**config.mk**
```make
export PLATFORM = sky130hd
export DESIGN_NAME = ws2812_frame_streamer
export DESIGN_NICKNAME = d
export VERILOG_FILES = /design/src/rtl/ws2812_frame_streamer.sv
export SDC_FILE = /design/constraint.sdc
export NUM_CORES = 1
export LEC_CHECK = 0
export CAP_MARGIN = 20
export CORE_ASPECT_RATIO = 0.7
export CORE_MARGIN = 5
export CORE_UTILIZATION = 45
export CTS_BUF_LIST = sky130_fd_sc_hd__clkbuf_4 sky130_fd_sc_hd__clkbuf_8
export CTS_CLUSTER_SIZE = 40
export DETAILED_ROUTE_END_ITERATION = 8
export PLACE_DENSITY_LB_ADDON = 0.2
export SYNTH_ARGS = -nofsm -noshare
export SYNTH_HDL_FRONTEND = slang
export SYNTH_SLANG_ARGS = --single-unit
```
**constraint.sdc**
```tcl
create_clock -name clk -period 4.5 [get_ports clk]
set_input_delay 0.45 -clock clk [delete_from_list [all_inputs] [get_ports clk]]
set_output_delay 0.45 -clock clk [all_outputs]
set_load 0.01 [all_outputs]
```
**src/rtl/ws2812_frame_streamer.sv**
```systemverilog
// WS2812B-class frame streamer: accepts NUM_PIXELS words over valid/ready and serialises them MSB-first with cycle-count bit timing.
// Define WS2812_BRIGHTNESS_EN to add an 8-bit brightness port that scales every channel when a pixel is loaded.
module ws2812_frame_streamer #(
    parameter int NUM_PIXELS = 64,
    parameter int BPP        = 24,
    parameter int T0H_CYC    = 16,
    parameter int T1H_CYC    = 32,
    parameter int T0L_CYC    = 34,
    parameter int T1L_CYC    = 18,
    parameter int RESET_CYC  = 2000,
    parameter int STALL_CYC  = 200
) (
    input  logic           clk,
    input  logic           reset,
    input  logic           start,
    input  logic [BPP-1:0] pix_data,
    input  logic           pix_valid,
`ifdef WS2812_BRIGHTNESS_EN
    input  logic [7:0]     brightness,
`endif
    output logic           pix_ready,
    output logic           dout,
    output logic           busy,
    output logic           frame_done,
    output logic           underrun
);

    localparam int MAX_H = (T1H_CYC > T0H_CYC) ? T1H_CYC : T0H_CYC;
    localparam int MAX_L = (T1L_CYC > T0L_CYC) ? T1L_CYC : T0L_CYC;
    localparam int MAX_B = (MAX_H > MAX_L) ? MAX_H : MAX_L;
    localparam int MAX_T = (MAX_B > RESET_CYC) ? MAX_B : RESET_CYC;
    localparam int PH_W  = $clog2(MAX_T + 1);
    localparam int PC_W  = $clog2(NUM_PIXELS + 1);
    localparam int BC_W  = $clog2(BPP);
    localparam int ST_W  = $clog2(STALL_CYC + 1);

    localparam logic [PH_W-1:0] T0H_M1   = PH_W'(T0H_CYC - 1);
    localparam logic [PH_W-1:0] T1H_M1   = PH_W'(T1H_CYC - 1);
    localparam logic [PH_W-1:0] T0L_M1   = PH_W'(T0L_CYC - 1);
    localparam logic [PH_W-1:0] T1L_M1   = PH_W'(T1L_CYC - 1);
    localparam logic [PH_W-1:0] RST_M1   = PH_W'(RESET_CYC - 1);
    localparam logic [ST_W-1:0] STALL_M1 = ST_W'(STALL_CYC - 1);
    localparam logic [PC_W-1:0] NPIX     = PC_W'(NUM_PIXELS);
    localparam logic [BC_W-1:0] LAST_BIT = BC_W'(BPP - 1);

    typedef enum logic [2:0] {
        S_IDLE,
        S_FETCH,
        S_HIGH,
        S_LOW,
        S_LATCH
    } state_t;

    state_t          state_q, state_d;
    logic [PH_W-1:0] phase_q, phase_d;
    logic [ST_W-1:0] stall_q, stall_d;
    logic [PC_W-1:0] pix_cnt_q, pix_cnt_d;
    logic [BC_W-1:0] bit_cnt_q, bit_cnt_d;
    logic [BPP-1:0]  shreg_q, shreg_d;
    logic            abort_q, abort_d;
    logic            done_q, done_d;
    logic            unr_q, unr_d;
    logic            dout_q;
    logic [BPP-1:0]  load_dat;
    logic [PH_W-1:0] hi_m1, lo_m1;

`ifdef WS2812_BRIGHTNESS_EN
    // Scale each 8-bit channel by (brightness+1)/256; 255 leaves the pixel untouched.
    always_comb begin
        load_dat = '0;
        for (int c = 0; c < BPP / 8; c++) begin
            load_dat[c*8 +: 8] = 8'(({8'd0, pix_data[c*8 +: 8]} * ({8'd0, brightness} + 16'd1)) >> 8);
        end
    end
`else
    assign load_dat = pix_data;
`endif

    assign hi_m1 = shreg_q[BPP-1] ? T1H_M1 : T0H_M1;
    assign lo_m1 = shreg_q[BPP-1] ? T1L_M1 : T0L_M1;

    always_comb begin
        state_d   = state_q;
        phase_d   = phase_q;
        stall_d   = stall_q;
        pix_cnt_d = pix_cnt_q;
        bit_cnt_d = bit_cnt_q;
        shreg_d   = shreg_q;
        abort_d   = abort_q;
        done_d    = 1'b0;
        unr_d     = 1'b0;
        case (state_q)
            S_IDLE: begin
                if (start) begin
                    state_d   = S_FETCH;
                    pix_cnt_d = '0;
                    stall_d   = '0;
                    phase_d   = '0;
                    abort_d   = 1'b0;
                end
            end
            S_FETCH: begin
                if (pix_valid) begin
                    shreg_d   = load_dat;
                    bit_cnt_d = LAST_BIT;
                    pix_cnt_d = pix_cnt_q + PC_W'(1);
                    stall_d   = '0;
                    phase_d   = '0;
                    state_d   = S_HIGH;
                end else if (pix_cnt_q != '0) begin
                    // Only pixels after the first are watched; the first may wait forever.
                    if (stall_q == STALL_M1) begin
                        state_d = S_LATCH;
                        phase_d = '0;
                        unr_d   = 1'b1;
                        abort_d = 1'b1;
                    end else begin
                        stall_d = stall_q + ST_W'(1);
                    end
                end
            end
            S_HIGH: begin
                if (phase_q == hi_m1) begin
                    phase_d = '0;
                    state_d = S_LOW;
                end else begin
                    phase_d = phase_q + PH_W'(1);
                end
            end
            S_LOW: begin
                if (phase_q == lo_m1) begin
                    phase_d = '0;
                    if (bit_cnt_q != '0) begin
                        shreg_d   = {shreg_q[BPP-2:0], 1'b0};
                        bit_cnt_d = bit_cnt_q - BC_W'(1);
                        state_d   = S_HIGH;
                    end else if (pix_cnt_q < NPIX) begin
                        state_d = S_FETCH;
                    end else begin
                        state_d = S_LATCH;
                    end
                end else begin
                    phase_d = phase_q + PH_W'(1);
                end
            end
            S_LATCH: begin
                if (phase_q == RST_M1) begin
                    phase_d = '0;
                    state_d = S_IDLE;
                    done_d  = ~abort_q;
                end else begin
                    phase_d = phase_q + PH_W'(1);
                end
            end
            default: state_d = S_IDLE;
        endcase
    end

    always_ff @(posedge clk) begin
        if (reset) begin
            state_q   <= S_IDLE;
            phase_q   <= '0;
            stall_q   <= '0;
            pix_cnt_q <= '0;
            bit_cnt_q <= '0;
            shreg_q   <= '0;
            abort_q   <= 1'b0;
            done_q    <= 1'b0;
            unr_q     <= 1'b0;
            dout_q    <= 1'b0;
        end else begin
            state_q   <= state_d;
            phase_q   <= phase_d;
            stall_q   <= stall_d;
            pix_cnt_q <= pix_cnt_d;
            bit_cnt_q <= bit_cnt_d;
            shreg_q   <= shreg_d;
            abort_q   <= abort_d;
            done_q    <= done_d;
            unr_q     <= unr_d;
            // Registered from next state so dout tracks the HIGH phase exactly with no decode glitches.
            dout_q    <= (state_d == S_HIGH);
        end
    end

    assign pix_ready  = (state_q == S_FETCH);
    assign busy       = (state_q != S_IDLE);
    assign dout       = dout_q;
    assign frame_done = done_q;
    assign underrun   = unr_q;

endmodule
```
==> results of run 1 <==
per-layer routing:
layer / vias to the layer above / track usage / wire (um)
met4: 0 / 0.06926 / 95
met1: 1336 / 0.2451 / 3880
met5: - / 0 / 0
met2: 47 / 0.2479 / 3109
li1: 1477 / - / -
met3: 11 / 0.04542 / 272
cell families (layout without fill, tap and decap cells):
family | Yosys count | in the layout | share of synthesized area
fa+ha+maj | 7 | 7 | 0.02705
mux | 3 | 3 | 0.009274
simple gates | 167 | 167 | 0.2655
flops | 62 | 62 | 0.3833
xor+xnor | 14 | 14 | 0.03787
buf+inv | 38 | 59 | 0.05603
compound gates | 104 | 104 | 0.2210
sequential cells by signal, indices dropped and copies added (netlist names):
name / cells
abort_q: 1
frame_done: 1
pix_cnt_q: 7
dout: 1
shreg_q: 24
bit_cnt_q: 5
phase_q: 11
underrun: 1
stall_q: 8
state_q: 3
layout by cell type, fill, tap and decap left out, types with 4 or more instances in the layout:
cell type        synthesis  routed
a211oi_1                 7       7
a21oi_1                 39      39
a311oi_1                24      24
clkbuf_8                 0      12
clkdlybuf4s50_1          0      32
dfxtp_1                 62      62
ha_1                     7       7
inv_1                    7       7
nand2_1                 64      64
nand2b_1                 7       7
nand3_1                  8       8
nand4_1                  9       9
nor2_1                  29      29
nor2b_1                  4       4
nor3_1                  10      10
nor4_1                   6       6
o21ai_0                  9       8
o31ai_1                  4       4
or3_1                    6       6
or4_1                    5       5
xnor2_1                 12      12
metrics by stage:
stage                     hold WS [ns]  setup WS [ns]  utilization  instances
after CTS                       0.4802          1.504       0.5413        507
final                           0.4751          1.963       0.5482        510
after global routing            0.5026          1.709       0.5482        510
after global placement          0.4658          1.592       0.5155        493
after detailed placement        0.4703          1.534       0.5155        493
after floorplan                 0.4210          2.665            -        395
worst paths after layout:
check | end | slack (ns) | depth (start not counted)
worst max-delay path | bit_cnt_q[2]$_SDFFE_PP0P_ | 1.96 | 6
worst min-delay path | shreg_q[17]$_SDFFE_PP0P_ | 0.48 | 2
worst max register to register | bit_cnt_q[2]$_SDFFE_PP0P_ | 1.96 | 6
worst min register to register | shreg_q[17]$_SDFFE_PP0P_ | 0.48 | 2
power by group:
part	leakage, nW	total, mW	switching, mW	internal (mW)
Clock	0.0948	0.442	0.197	0.244
Combinational	0.651	0.169	0.0904	0.0781
Sequential	0.504	0.599	0.0229	0.576
synthesized netlist by cell type, types with 4 or more instances:
cell / n
buf_2: 15
nor4_1: 6
inv_1: 7
nand4_1: 9
o31ai_1: 4
nor2_1: 29
nand2b_1: 7
o21ai_0: 9
a21oi_1: 39
nand3_1: 8
nand2_1: 64
or3_1: 6
dfxtp_1: 62
clkbuf_1: 11
a311oi_1: 24
or4_1: 5
nor3_1: 10
a211oi_1: 7
xnor2_1: 12
nor2b_1: 4
ha_1: 7
area by class of cell:
type,count,area [um2],share of cell area
Clock buffer,13,172.7,0.04577
Clock inverter,1,5.005,0.001327
Inverter,7,26.28,0.006965
Multi-Input combinational cell,295,1819,0.4823
Sequential cell,62,1241,0.3290
Tap cell,94,117.6,0.03118
Timing Repair Buffer,38,390.4,0.1035
worst min-delay path: stages (launching register included):
cell and delay (ns):
dfxtp_1 0.31, nand2_1 0.05, a311oi_1 0.07
==> impl_results.md, run 1 <==
- Synth Cell Area: 0.003238 mm2
- CP bufs+invs: 1
- CORE AREA: a little under 0.007 mm2
- Yosys reg bits: between 60 and 70
- GRT overflow: 0
- CP Max Fanout: 28
- Fin area: ~0.0038 mm2
- Reg clk slew, reported paths: 0.06 ns
- TNS Setup: 0 ns
- RSZ-0062 raised after global routing: no
- Setup crit end kind: flip-flop
- Post-synth EDFFs: 0
- Outcome: complete, no violations
- CTS root buf: clkbuf_8
- Hold Fails Final Rpt: 0
- GRT Resource Usage Total: 0.1723
- Residual DRC count: 0
- F_max: approximately 400 MHz
- Tmin final: roughly 2.5 ns
- Die W: approximately 110 um
- First-pass GRT wire length: between 10,000 and 15,000 um
- Type of the tightest min-delay check: reg2reg
- Maximum VDD drop: around 0.21 mV
- Largest area contributor in the netlist: dfxtp_1
- Routed wire length: 7358 um
- Final slew viol count: 0
- Post-DP HPWL: between 5000 and 6000 um
- Initial Utilization: 0.4705
- Slew HR: 0.2934
- Critical-path cell list: and3b_1, clkbuf_16, a21o_1, nand2_1, or3_1, a31oi_1
- Max-cap violations: 0
- Final net count: roughly 450
- Vias/cell: between 5 and 6
- Period utilisation layout: 0.5637
- Crit-path max cell delay: about 0.67 ns
- Layout Area Growth over Synthesis: 16.50%
- Worst-Margin Slew: 1.057 ns
- Initial DRC Count: 227
- # IOs: 33
- Net Count, Synth: 430
- Hold path start: shreg_q[16]$_SDFFE_PP0P_
- Die height: around 80 um
- Clk sinks: slightly above 60
- Ant diodes: 0
- Area share of the largest cell type after synthesis: 0.3833
- Synth warn: 0
- Async S/R FF share, synth: 0
- Final setup fails: 0
- Setup Skew: ~0.0035 ns
- Post-synthesis sequential area ratio: 0.3833
- Distinct cell type count after synthesis: 53
- Placed cell areas: 0.003547 mm2
- WP data arrival: 2.80 ns
- DR pass1 iterations: 4
- Leak: roughly 1.2 nW
- CP required: about 4.8 ns
- Vias in the first global route: between 2,000 and 3,000
- DIE AREA: between 0.009 and 0.01 mm2
- PortBufs: 32
- Slowest CP cell: a21o_1
- Crit path launch: state_q[1]$_SDFF_PP0_
- Vias: 2,871
- Hold buffer count at cts: 0
- DRT antenna net count: 0
- FP Rows: 25
- CTS Buffer Depth: 2
- Synth Flop Type: dfxtp_1
- Post-CTS Setup Inserts: 0
- Power Total: between 1 and 1.5 mW
- Top cells by area, synth: dfxtp_1 (38%), nand2_1 (7.4%), a311oi_1 (6.5%)
- CTS buffer count: 9
- # H-tree levels: 3
- Final GP Congestion: between 0.8 and 0.9
- Setup Crit Path Kind: reg2reg
- WL/cell: 14.43 um
- Kind of cell adding the most delay to the critical path: compound AO/OA/AOI/OAI gates
- Post-CTS sizing: 0
- CP Launch Type: flip-flop
- Initial antenna violation count: 0
- Critical R2R Launch: state_q[1]$_SDFF_PP0_
- Largest net degree at the start of global routing: 31
- Worst-Skew Late Latency: 0.33 ns
- Number of fill cells: 667
- PwrDens: 320.4 mW/mm2
- Mean Syn Cell Area: between 8 and 9 um2
- Layout cells sized above 1: 0.07933
- Mapped Cells: slightly below 400
- CTS tree: built
(Power assumes the default switching activity.)
==> run 2: changes to the inputs <==
- clock period: 4.5 -> 2.1 ns (I/O delays scaled with it)
==> impl_results.md, run 2 (synthesis gave the netlist of run 1 again) <==
- DIE AREA: 0.009019 mm2 (unchanged)
- CP Launch Type: flip-flop
- Slew HR: 0.5601 (+0.2667)
- FP Rows: 25 (unchanged)
- Die W: 111.4 um (unchanged)
- PwrDens: 670.6 mW/mm2 (+110%)
- Hold path start: pix_data[13]
- Worst Hold Path EP: shreg_q[13]$_SDFFE_PP0P_
- CTS Buffer Depth: 2 (unchanged)
- Ant diodes: 0 (unchanged)
- DR pass1 iterations: 5 (+1)
- Power Total: 2.641 mW (+120%)
- CP Max Fanout: 11 (-61%)
- Setup crit end kind: flip-flop
- R2R depth: 6 (unchanged)
- Outcome: complete, no violations
- Vias in the first global route: 2,726 (+2.2%)
- WP data arrival: 2.30 ns (-0.50 ns)
- Maximum VDD drop: 0.4003 mV (+90%)
- Initial DRC Count: 145 (-36%)
- Die height: 80.97 um (unchanged)
- Critical R2R Launch: pix_cnt_q[2]$_SDFFE_PP0P_
- Final GP Congestion: 0.8471 (+0.87%)
- Final slew viol count: 0 (unchanged)
- CTS root buf: clkbuf_8
- Post-CTS Setup Inserts: 0 (unchanged)
- F_max: 494.1 MHz (+25%)
- Most frequent cells in the layout: nand2_1 (64), dfxtp_1 (60), a21oi_1 (39)
- PortBufs: 32 (unchanged)
- Setup Skew: 0.005195 ns (+0.001666 ns)
- Max-cap violations: 0 (unchanged)
- Reg clk slew, reported paths: 0.06 ns (about the same)
- Vias/cell: 5.628 (about the same)
- GRT overflow: 0 (unchanged)
- CTS buffer count: 9 (unchanged)
- Vias: 2,977 (+3.7%)
- Type of the tightest min-delay check: in2reg
- Post-DP HPWL: 5375 um (+5.9%)
- CP required: 2.38 ns (-2.38 ns)
- # H-tree levels: 3 (unchanged)
- Worst reg2reg endpoint: phase_q[5]$_SDFFE_PP0P_
- Layout cells sized above 1: 0.1310 (+0.05171)
- Hold path cells: 3 (+1)
- GRT Resource Usage Total: 0.1810 (+0.008766)
- CTS tree: built
- Routed wire length: 7817 um (+6.2%)
- Residual DRC count: 0 (unchanged)
- Final setup fails: 0 (unchanged)
- Largest net degree at the start of global routing: 29 (-6.5%)
- Period utilisation layout: 0.9638 (+0.4002)
- Setup Crit Path Kind: reg2reg
- Worst-Skew Late Latency: 0.34 ns (about the same)
- Max FFs per register: 24 (unchanged)
- Tmin final: 2.024 ns (-0.5125 ns)
- Layout Area Growth over Synthesis: 21.64%
- Hold slack: 0.4373 ns (-0.03780 ns)
- Final setup margin: 0.07592 ns (-1.888 ns)
- Number of fill cells: 628 (-5.8%)
- First-pass GRT wire length: 13,160 um (+3.9%)
- WL/cell: 14.78 um (+2.4%)
- Crit path launch: pix_cnt_q[2]$_SDFFE_PP0P_
- # IOs: 33 (unchanged)
- Initial Utilization: 0.4705 (unchanged)
- FF-to-FF setup slack: 0.08 ns (-1.89 ns)
- CORE AREA: 0.006882 mm2 (unchanged)
- Leak: 1.348 nW (+7.9%)
- Most common cell after layout, fill and taps aside: nand2_1
- Hold Fails Final Rpt: 0 (unchanged)
- Worst-Margin Slew: 0.6549 ns (-0.4018 ns)
- Worst slack, placed: 0.1010 ns (-1.433 ns)
- Biggest regs: shreg_q (24), phase_q (11), stall_q (8)
- Clk sinks: 62 (unchanged)
- RSZ-0062 raised after global routing: no
- Largest Register: shreg_q
- Initial antenna violation count: 0 (unchanged)
- TNS Setup: 0 ns (unchanged)
- DRT antenna net count: 0 (unchanged)
- Final net count: 466 (+4.0%)
run 2: cell types whose count changed in the layout (fill, tap and decap cells not counted), sizes merged:
cell	change
clkbuf	-1
buf	+20
run 2: worst max path at each step:
stage / end / cells after the start
floorplan: bit_cnt_q[1]$_SDFFE_PP0P_ / 8
global placement: phase_q[5]$_SDFFE_PP0P_ / 6
detailed placement: pix_cnt_q[3]$_SDFFE_PP0P_ / 6
CTS: phase_q[10]$_SDFFE_PP0P_ / 6
global route: phase_q[10]$_SDFFE_PP0P_ / 6
finish: phase_q[5]$_SDFFE_PP0P_ / 6
run 2: layout make-up:
type	count	area (um2)	area share
clock buffer	14	173.9	0.04416
multi-input combinational	295	1834	0.4657
inverter	7	26.28	0.006671
clock inverter	1	5.005	0.001271
sequential	62	1244	0.3158
timing repair buffer	56	538.0	0.1366
tap	94	117.6	0.02986
run 2: layer usage:
metal,vias up,GRT usage,share of wire
met5,-,0,0
met4,0,0.05468,0.0092
met3,9,0.05882,0.051
met2,68,0.2575,0.43
met1,1382,0.2601,0.51
li1,1518,-,-
run 2: critical path, cell delays in order, from the launching register on:
cell	delay, ns
dfxtp_1	0.33
or4_4	0.56
o211ai_4	0.37
a21oi_2	0.15
a41o_1	0.27
buf_4	0.17
nor2_1	0.11
run 2: stage by stage:
step / std cells / utilization / cell area [um2]
finish: 529 / 0.5724 / 3939
global route: 529 / 0.5724 / 3939
CTS: 529 / 0.5698 / 3921
detailed placement: 514 / 0.5438 / 3742
global placement: 514 / 0.5438 / 3742
floorplan: 395 / - / 3238
run 2: what timing repair did:
action                                  4_1_cts  5_1_grt
hold endpoints to repair                      0        0
hold buffers                                  0        0
endpoints found under the setup margin        0        7
resized for setup                             0        6
run 2: power by group:
part           switching (mW)  internal, mW
logic                   0.209         0.199
clock network           0.435         0.524
registers              0.0397          1.23
==> run 3: changes to the inputs <==
- CTS_CLUSTER_SIZE: 40 -> 12
- HOLD_SLACK_MARGIN: default -> 0.05
==> results of run 3 <==
Same layout as run 2: the final DEF is identical, and so are final timing and power.
